File: src/rtl/auc_pkg.sv
// Shared definitions for the AUC command path: mode codes, operand counts,
// response codes and the scheduler state encoding. The host and the decoder
// use the same mode codes.
package auc_pkg;

    typedef enum logic [2:0] {
        MODE_RAND = 3'd0,
        MODE_INVS = 3'd1,
        MODE_R    = 3'd2,
        MODE_S    = 3'd3,
        MODE_WMUL = 3'd4,
        MODE_MMUL = 3'd5
    } mode_e;

    typedef enum logic [1:0] {
        RSP_OK      = 2'b00,
        RSP_ILLEGAL = 2'b01,
        RSP_TIMEOUT = 2'b10
    } rsp_e;

    typedef enum logic [2:0] {
        ST_IDLE  = 3'd0,
        ST_LOAD  = 3'd1,
        ST_BURST = 3'd2,
        ST_GAP   = 3'd3,
        ST_WAIT  = 3'd4,
        ST_RESP  = 3'd5
    } state_e;

    // Largest operand set (WMUL) and the pointer width that addresses it
    localparam int OPBUF_SLOTS = 5;
    localparam int PTR_W       = 3;

    // Codes 6 and 7 are not decoder operations
    function automatic logic mode_legal(input logic [2:0] mode);
        return (mode <= MODE_MMUL);
    endfunction

    // Number of operand words the host sends for a mode
    function automatic logic [2:0] op_count(input logic [2:0] mode);
        case (mode)
            MODE_S:    return 3'd2;   // HASH, PKEY
            MODE_MMUL: return 3'd4;   // ZR, ONE, XG, K
            MODE_WMUL: return 3'd5;   // ZR, ONE, XG, YG, K
            default:   return 3'd0;   // RAND, INVS, R (and illegal codes)
        endcase
    endfunction

endpackage

File: src/rtl/auc_opbuf.sv
// Operand buffer: one register per slot, synchronous write, combinational read.
// Slots clear on reset so an unwritten slot always reads as zero.
module auc_opbuf
    import auc_pkg::*;
#(
    parameter int WIDTH    = 256,
    parameter int SLOTS    = OPBUF_SLOTS,
    parameter int BUF_PTRW = PTR_W
) (
    input  logic                clk,
    input  logic                rst_n,
    input  logic                we,
    input  logic [BUF_PTRW-1:0] wptr,
    input  logic [WIDTH-1:0]    wdat,
    input  logic [BUF_PTRW-1:0] rptr,
    output logic [WIDTH-1:0]    rdat
);

    logic [SLOTS-1:0][WIDTH-1:0] slot_dat;

    genvar gi;
    generate
        for (gi = 0; gi < SLOTS; gi++) begin : g_slot
            logic [WIDTH-1:0] data_reg;

            // Load this slot when it is the write target
            always_ff @(posedge clk or negedge rst_n) begin
                if (!rst_n) begin
                    data_reg <= '0;
                end else if (we && (wptr == BUF_PTRW'(gi))) begin
                    data_reg <= wdat;
                end
            end

            assign slot_dat[gi] = data_reg;
        end
    endgenerate

    // Read mux; a pointer past the last slot reads as zero
    always_comb begin
        rdat = '0;
        for (int i = 0; i < SLOTS; i++) begin
            if (rptr == BUF_PTRW'(i)) begin
                rdat = slot_dat[i];
            end
        end
    end

endmodule

File: src/rtl/auc_cmd_sched.sv
// Command scheduler in front of the AUC decoder: accepts a mode and its
// operands, replays them as one unbroken auc_start burst, then waits for
// core_done or the watchdog and returns a one-cycle response.
// Every output is registered from the next-state value, so each output
// reflects the state the FSM occupies in that cycle.
module auc_cmd_sched
    import auc_pkg::*;
#(
    parameter int WIDTH = 256,
    parameter int TMO   = 65535,
    parameter int TMO_W = 16
) (
    input  logic             clk,
    input  logic             rst_n,
    input  logic             cmd_valid,
    output logic             cmd_ready,
    input  logic [2:0]       cmd_mode,
    input  logic             wr_valid,
    output logic             wr_ready,
    input  logic [WIDTH-1:0] wr_dat,
    output logic [WIDTH-1:0] auc_dat,
    output logic             auc_start,
    output logic [2:0]       auc_mode,
    input  logic             core_done,
    output logic             busy,
    output logic             rsp_valid,
    output logic [1:0]       rsp_err
);

    state_e             state_reg, state_next;
    logic [PTR_W-1:0]   wptr_reg, wptr_next;
    logic [PTR_W-1:0]   rptr_reg, rptr_next;
    logic               gap_reg, gap_next;
    logic [TMO_W-1:0]   wdog_reg, wdog_next;
    rsp_e               rsp_code;

    logic               cmd_ready_reg, cmd_ready_next;
    logic               wr_ready_reg, wr_ready_next;
    logic               auc_start_reg, auc_start_next;
    logic [WIDTH-1:0]   auc_dat_reg, auc_dat_next;
    logic [2:0]         auc_mode_reg, auc_mode_next;
    logic               busy_reg, busy_next;
    logic               rsp_valid_reg, rsp_valid_next;
    logic [1:0]         rsp_err_reg, rsp_err_next;

    logic [2:0]         mode_cur;
    logic [2:0]         n_cur;
    logic [PTR_W-1:0]   last_idx;
    logic               cmd_fire;
    logic               wr_fire;
    logic [WIDTH-1:0]   buf_rdat;

    // In IDLE the mode being offered is still on the command bus
    assign mode_cur = (state_reg == ST_IDLE) ? cmd_mode : auc_mode_reg;
    assign n_cur    = op_count(mode_cur);
    assign last_idx = (n_cur == 3'd0) ? '0 : (n_cur - 3'd1);
    assign cmd_fire = (state_reg == ST_IDLE) && cmd_valid && cmd_ready_reg;
    assign wr_fire  = (state_reg == ST_LOAD) && wr_valid && wr_ready_reg;

    // Read side follows rptr_next so the registered auc_dat lines up with the burst
    auc_opbuf #(
        .WIDTH    (WIDTH),
        .SLOTS    (OPBUF_SLOTS),
        .BUF_PTRW (PTR_W)
    ) u_opbuf (
        .clk   (clk),
        .rst_n (rst_n),
        .we    (wr_fire),
        .wptr  (wptr_reg),
        .wdat  (wr_dat),
        .rptr  (rptr_next),
        .rdat  (buf_rdat)
    );

    // State, pointers and watchdog
    always_ff @(posedge clk or negedge rst_n) begin
        if (!rst_n) begin
            state_reg <= ST_IDLE;
            wptr_reg  <= '0;
            rptr_reg  <= '0;
            gap_reg   <= 1'b0;
            wdog_reg  <= '0;
        end else begin
            state_reg <= state_next;
            wptr_reg  <= wptr_next;
            rptr_reg  <= rptr_next;
            gap_reg   <= gap_next;
            wdog_reg  <= wdog_next;
        end
    end

    // Next-state logic; rsp_code carries the reason whenever RESP is entered
    always_comb begin
        state_next = state_reg;
        wptr_next  = wptr_reg;
        rptr_next  = rptr_reg;
        gap_next   = gap_reg;
        wdog_next  = wdog_reg;
        rsp_code   = RSP_OK;
        case (state_reg)
            ST_IDLE: begin
                wptr_next = '0;
                rptr_next = '0;
                if (cmd_fire) begin
                    if (!mode_legal(cmd_mode)) begin
                        state_next = ST_RESP;
                        rsp_code   = RSP_ILLEGAL;
                    end else if (n_cur == 3'd0) begin
                        state_next = ST_BURST;
                    end else begin
                        state_next = ST_LOAD;
                    end
                end
            end
            ST_LOAD: begin
                if (wr_fire) begin
                    wptr_next = wptr_reg + 1'b1;
                    if (wptr_reg == last_idx) begin
                        state_next = ST_BURST;
                    end
                end
            end
            ST_BURST: begin
                if (rptr_reg == last_idx) begin
                    state_next = ST_GAP;
                    gap_next   = 1'b0;
                end else begin
                    rptr_next = rptr_reg + 1'b1;
                end
            end
            ST_GAP: begin
                // Two idle cycles cover the decoder's start pipeline
                if (gap_reg) begin
                    state_next = ST_WAIT;
                    wdog_next  = '0;
                end else begin
                    gap_next = 1'b1;
                end
            end
            ST_WAIT: begin
                // core_done is checked first so it wins on the final watchdog cycle
                if (core_done) begin
                    state_next = ST_RESP;
                    rsp_code   = RSP_OK;
                end else if (wdog_reg == TMO_W'(TMO - 1)) begin
                    state_next = ST_RESP;
                    rsp_code   = RSP_TIMEOUT;
                end else begin
                    wdog_next = wdog_reg + 1'b1;
                end
            end
            ST_RESP: begin
                state_next = ST_IDLE;
            end
            default: begin
                state_next = ST_IDLE;
            end
        endcase
    end

    // Output values for the state being entered
    always_comb begin
        cmd_ready_next = (state_next == ST_IDLE);
        wr_ready_next  = (state_next == ST_LOAD);
        auc_start_next = (state_next == ST_BURST);
        busy_next      = (state_next != ST_IDLE);
        rsp_valid_next = (state_next == ST_RESP);
        rsp_err_next   = (state_next == ST_RESP) ? rsp_code : RSP_OK;
        auc_mode_next  = (state_next == ST_IDLE) ? 3'd0 : mode_cur;
        // Zero-operand modes send a single zero word regardless of stale buffer contents
        auc_dat_next   = '0;
        if ((state_next == ST_BURST) && (n_cur != 3'd0)) begin
            auc_dat_next = buf_rdat;
        end
    end

    // Output registers
    always_ff @(posedge clk or negedge rst_n) begin
        if (!rst_n) begin
            cmd_ready_reg <= 1'b0;
            wr_ready_reg  <= 1'b0;
            auc_start_reg <= 1'b0;
            auc_dat_reg   <= '0;
            auc_mode_reg  <= 3'd0;
            busy_reg      <= 1'b0;
            rsp_valid_reg <= 1'b0;
            rsp_err_reg   <= 2'b00;
        end else begin
            cmd_ready_reg <= cmd_ready_next;
            wr_ready_reg  <= wr_ready_next;
            auc_start_reg <= auc_start_next;
            auc_dat_reg   <= auc_dat_next;
            auc_mode_reg  <= auc_mode_next;
            busy_reg      <= busy_next;
            rsp_valid_reg <= rsp_valid_next;
            rsp_err_reg   <= rsp_err_next;
        end
    end

    assign cmd_ready = cmd_ready_reg;
    assign wr_ready  = wr_ready_reg;
    assign auc_start = auc_start_reg;
    assign auc_dat   = auc_dat_reg;
    assign auc_mode  = auc_mode_reg;
    assign busy      = busy_reg;
    assign rsp_valid = rsp_valid_reg;
    assign rsp_err   = rsp_err_reg;

endmodule

File: config.mk
export PLATFORM = sky130hd
export DESIGN_NAME = auc_cmd_sched
export DESIGN_NICKNAME = d
export VERILOG_FILES = /design/src/rtl/auc_pkg.sv /design/src/rtl/auc_opbuf.sv /design/src/rtl/auc_cmd_sched.sv
export SDC_FILE = /design/constraint.sdc
export NUM_CORES = 2
export LEC_CHECK = 0
export CORE_UTILIZATION = 40
export CTS_CLUSTER_DIAMETER = 100
export CTS_CLUSTER_SIZE = 28
export DETAILED_ROUTE_END_ITERATION = 16
export HOLD_SLACK_MARGIN = 0.05
export PLACE_DENSITY = 0.57
export SLEW_MARGIN = 20
export SYNTH_ARGS = -nofsm -noshare
export SYNTH_HDL_FRONTEND = slang
export SYNTH_SLANG_ARGS = --single-unit
File: constraint.sdc
create_clock -name clk -period 3.48 [get_ports clk]
set_input_delay 0.696 -clock clk [delete_from_list [all_inputs] [get_ports clk]]
set_output_delay 0.696 -clock clk [all_outputs]
set_load 0.005 [all_outputs]
==> results.md <==
* Slew margin rel. at 44.75%
* Root Buffer: clkbuf_16
* Final hold vios at 0
* Peak fanout along the critical path at 24
* Max Freq at 0.3368 GHz
* Total wire length at 183800 um
* R2R Setup Slk at 0.51 ns
* Register area share after synthesis at 57.54%
* Power Density at 595.9 nW/um2
* Final worst slack at 0.5113 ns
* First DRT Iteration DRCs at 2724
* Hold_sp: u_opbuf.g_slot[1].data_reg[136]
* First-pass GRT wire length at 286100 um
* Cell area after layout at 80900 um2
* Worst R2R End: auc_dat[8]
* Post-CTS setup buffer count at 0
* Die height at 415.4 um
* Largest register FFs at 1280
* Initial antenna violation count at 26
* # clock sinks at 1572
* CTS tree: yes
* Outcome: finished, final reports clean
* Remaining global-route overflow at 0
* Startpoint types: register
* Total number of vias at 42740
* Post-Syn Area at 68370 um2
* Critical Path RT at 4.08 ns
* Router iterations before antenna repair at 5
* Tmin final at 2.969 ns
* Hold Crit Class: reg2reg
* Hold path cells at 1
* Max Root-Sink Buffers at 3
* Initial Util at 40.34%
* Worst hold endpoint: u_opbuf.g_slot[1].data_reg[136]
* ANT nets after route at 0
* CP Class: reg2reg
* CP Capture Type: register
* Syn avg cell area at 13.69 um2
* Power Total at 48.20 mW
* Post-DP Area at 78920 um2
* Latest clock arrival within the worst-skew pair at 0.69 ns
* Core ar. at 169500 um2
* Number of global-route vias before repair at 44660
* Ratio of cells with drive above 1 in the final layout at 37.94%
* Largest net degree at the start of global routing at 131
* Final worst path period share at 85.31%
* Layout area overhead at 18.32%
* Asr flop ratio synth at 100.0%
* Inserted Clock Buffers at 69
* # rows at 151
* Post-synth EDFFs at 0
* H-Tree Depth at 3
* Dpl ws at -0.1499 ns
* Synth cell types at 59
* FF-to-FF Start: state_reg[1]
* Max_cap viols at 0
* Reg2Reg Depth at 10
* Peak VDD IR at 338.8 uV
* Final core utilization at 47.73%
* Clock Skew at 0.03815 ns
* CP startpoint: state_reg[1]
* Drt drc at 0
* Unrepaired setup endpoints after global routing: false
* Synth warn at 0
* Max Slew Vio Count at 0
* IO buf count at 529
* Num ports at 530
* Leakage at 38.47 nW
* Clk pin slew, worst setup/hold paths at 0.11 ns
* WL/cell at 23.76 um
* Final net count at 5771
* Post-DP HPWL at 119500 um
* GRT Total Usage at 21.24%
* Cell count after synthesis at 4995
* Crit path arrival time at 3.57 ns
* Finish-stage setup viols at 0
* Ys flop type: dfrtp_1
* Slew @ Worst Pin at 0.8287 ns
* # fillers at 15030
* Synth Net Count at 5267
* Die width at 415.4 um
* Routability Congestion at 0.7851
* Vias per cell at 5.524
* Die area at 172600 um2
* Post-synthesis register bit count at 1572
stage by stage:
step | setup TNS [ns] | hold WS [ns] | instances
final | 0 | 0.5129 | 7737
after CTS | 0 | 0.5161 | 7729
after floorplan | 0 | 0.4004 | 4995
after global routing | 0 | 0.5223 | 7737
after detailed placement | -21.77 | 0.4913 | 7645
after global placement | -24.54 | 0.4858 | 7645
final cells by class:
| type | count | area, um2 | area share, % |
|---|---|---|---|
| antenna | 8 | 20.02 | 0.02475 |
| multi-input combinational | 3003 | 27270 | 33.71 |
| sequential | 1572 | 39340 | 48.63 |
| tap | 2218 | 2775 | 3.431 |
| inverter | 13 | 53.80 | 0.06651 |
| timing repair buffer | 840 | 9489 | 11.73 |
| clock inverter | 10 | 143.9 | 0.1779 |
| clock buffer | 73 | 1804 | 2.230 |
report_power, final:
| group | total (mW) | switching [mW] | leakage, nW | internal (mW) |
|---|---|---|---|---|
| Sequential | 23.3 | 1.72 | 21.4 | 21.6 |
| Combinational | 15.2 | 6.93 | 16.1 | 8.24 |
| Clock | 9.76 | 5.93 | 0.950 | 3.82 |
synth_stat cells (all sizes together), types with 9 or more instances:
master	number	area, um2
o21ai	13	65.06
mux2i	257	2572
nand3	18	95.09
nand2	280	1051
xor2	10	87.58
nor3	253	2293
clkbuf	298	1119
mux2	1283	14450
nor2	287	1077
inv	12	45.04
and3	9	56.30
dfrtp	1572	39340
o211ai	257	1934
buf	109	673.1
o221a	251	2826
timing repair:
action / CTS / global route
hold endpoints to repair: 68 / 0
gates resized for setup: 0 / 0
hold buffers: 1 / 0
critical path, stage by stage (launching register included):
cell and delay, ns:
dfrtp_1 0.53, nor3_4 0.25, buf_4 0.21, mux2i_1 0.10, or4_1 0.48, o211a_2 0.17
o32ai_4 0.30, nand3_4 0.12, buf_12 0.23, buf_12 0.21, nor3_1 0.24
layer usage:
| metal | vias to the layer above | global-route usage [%] | share of wire [%] |
|---|---|---|---|
| met3 | 177 | 2.732 | 3.2 |
| met5 | - | 0 | 0.095 |
| met2 | 564 | 35.51 | 49 |
| met4 | 26 | 5.248 | 2.0 |
| met1 | 22910 | 29.18 | 46 |
| li1 | 19060 | - | - |
cell usage in the layout, fill, tap and decap left out, types with 5 or more instances in the layout:
cell type,Yosys,final
buf_12,0,147
o221a_1,59,59
o21ai_0,12,12
dfrtp_1,1572,1572
nor3_2,203,203
o221a_2,192,192
nor3_1,49,49
inv_1,12,12
nand3_1,17,16
o211ai_1,256,256
nand2_1,280,279
ha_1,8,8
and3_1,9,5
a21oi_1,8,8
nor2_1,287,287
clkdlybuf4s50_1,0,528
buf_4,13,163
xnor2_1,5,5
diode_2,0,8
nor2b_1,5,5
mux2_2,1283,1283
xor2_1,10,10
mux2i_1,257,257
clkbuf_16,0,71
nand4_1,7,7
or3_1,5,5
kinds of logic (layout without fill, tap and decap cells):
family	after synthesis	count (layout)	share of synthesized area (%)
AO/OA/AOI/OAI	552	552	7.432
XOR/XNOR	15	15	0.1921
adder cells (fa/ha/maj)	8	8	0.1464
buffers and inverters	420	936	2.699
flip-flops	1572	1572	57.54
multiplexers	1540	1540	24.89
other	0	8	0
AND/OR/NAND/NOR	888	888	7.101
worst max path at each step:
stage                   end  slack, ns  depth (start not counted)
6_report         auc_dat[8]       0.51                         10
2_1_floorplan  auc_dat[184]       0.58                         14
3_3_place_gp    auc_dat[85]      -0.19                         13
4_1_cts         auc_dat[65]       0.51                         11
3_5_place_dp     auc_dat[8]      -0.15                         11
5_1_grt        auc_dat[225]       0.33                         12
Note: power is estimated with default switching activity, not from simulation.
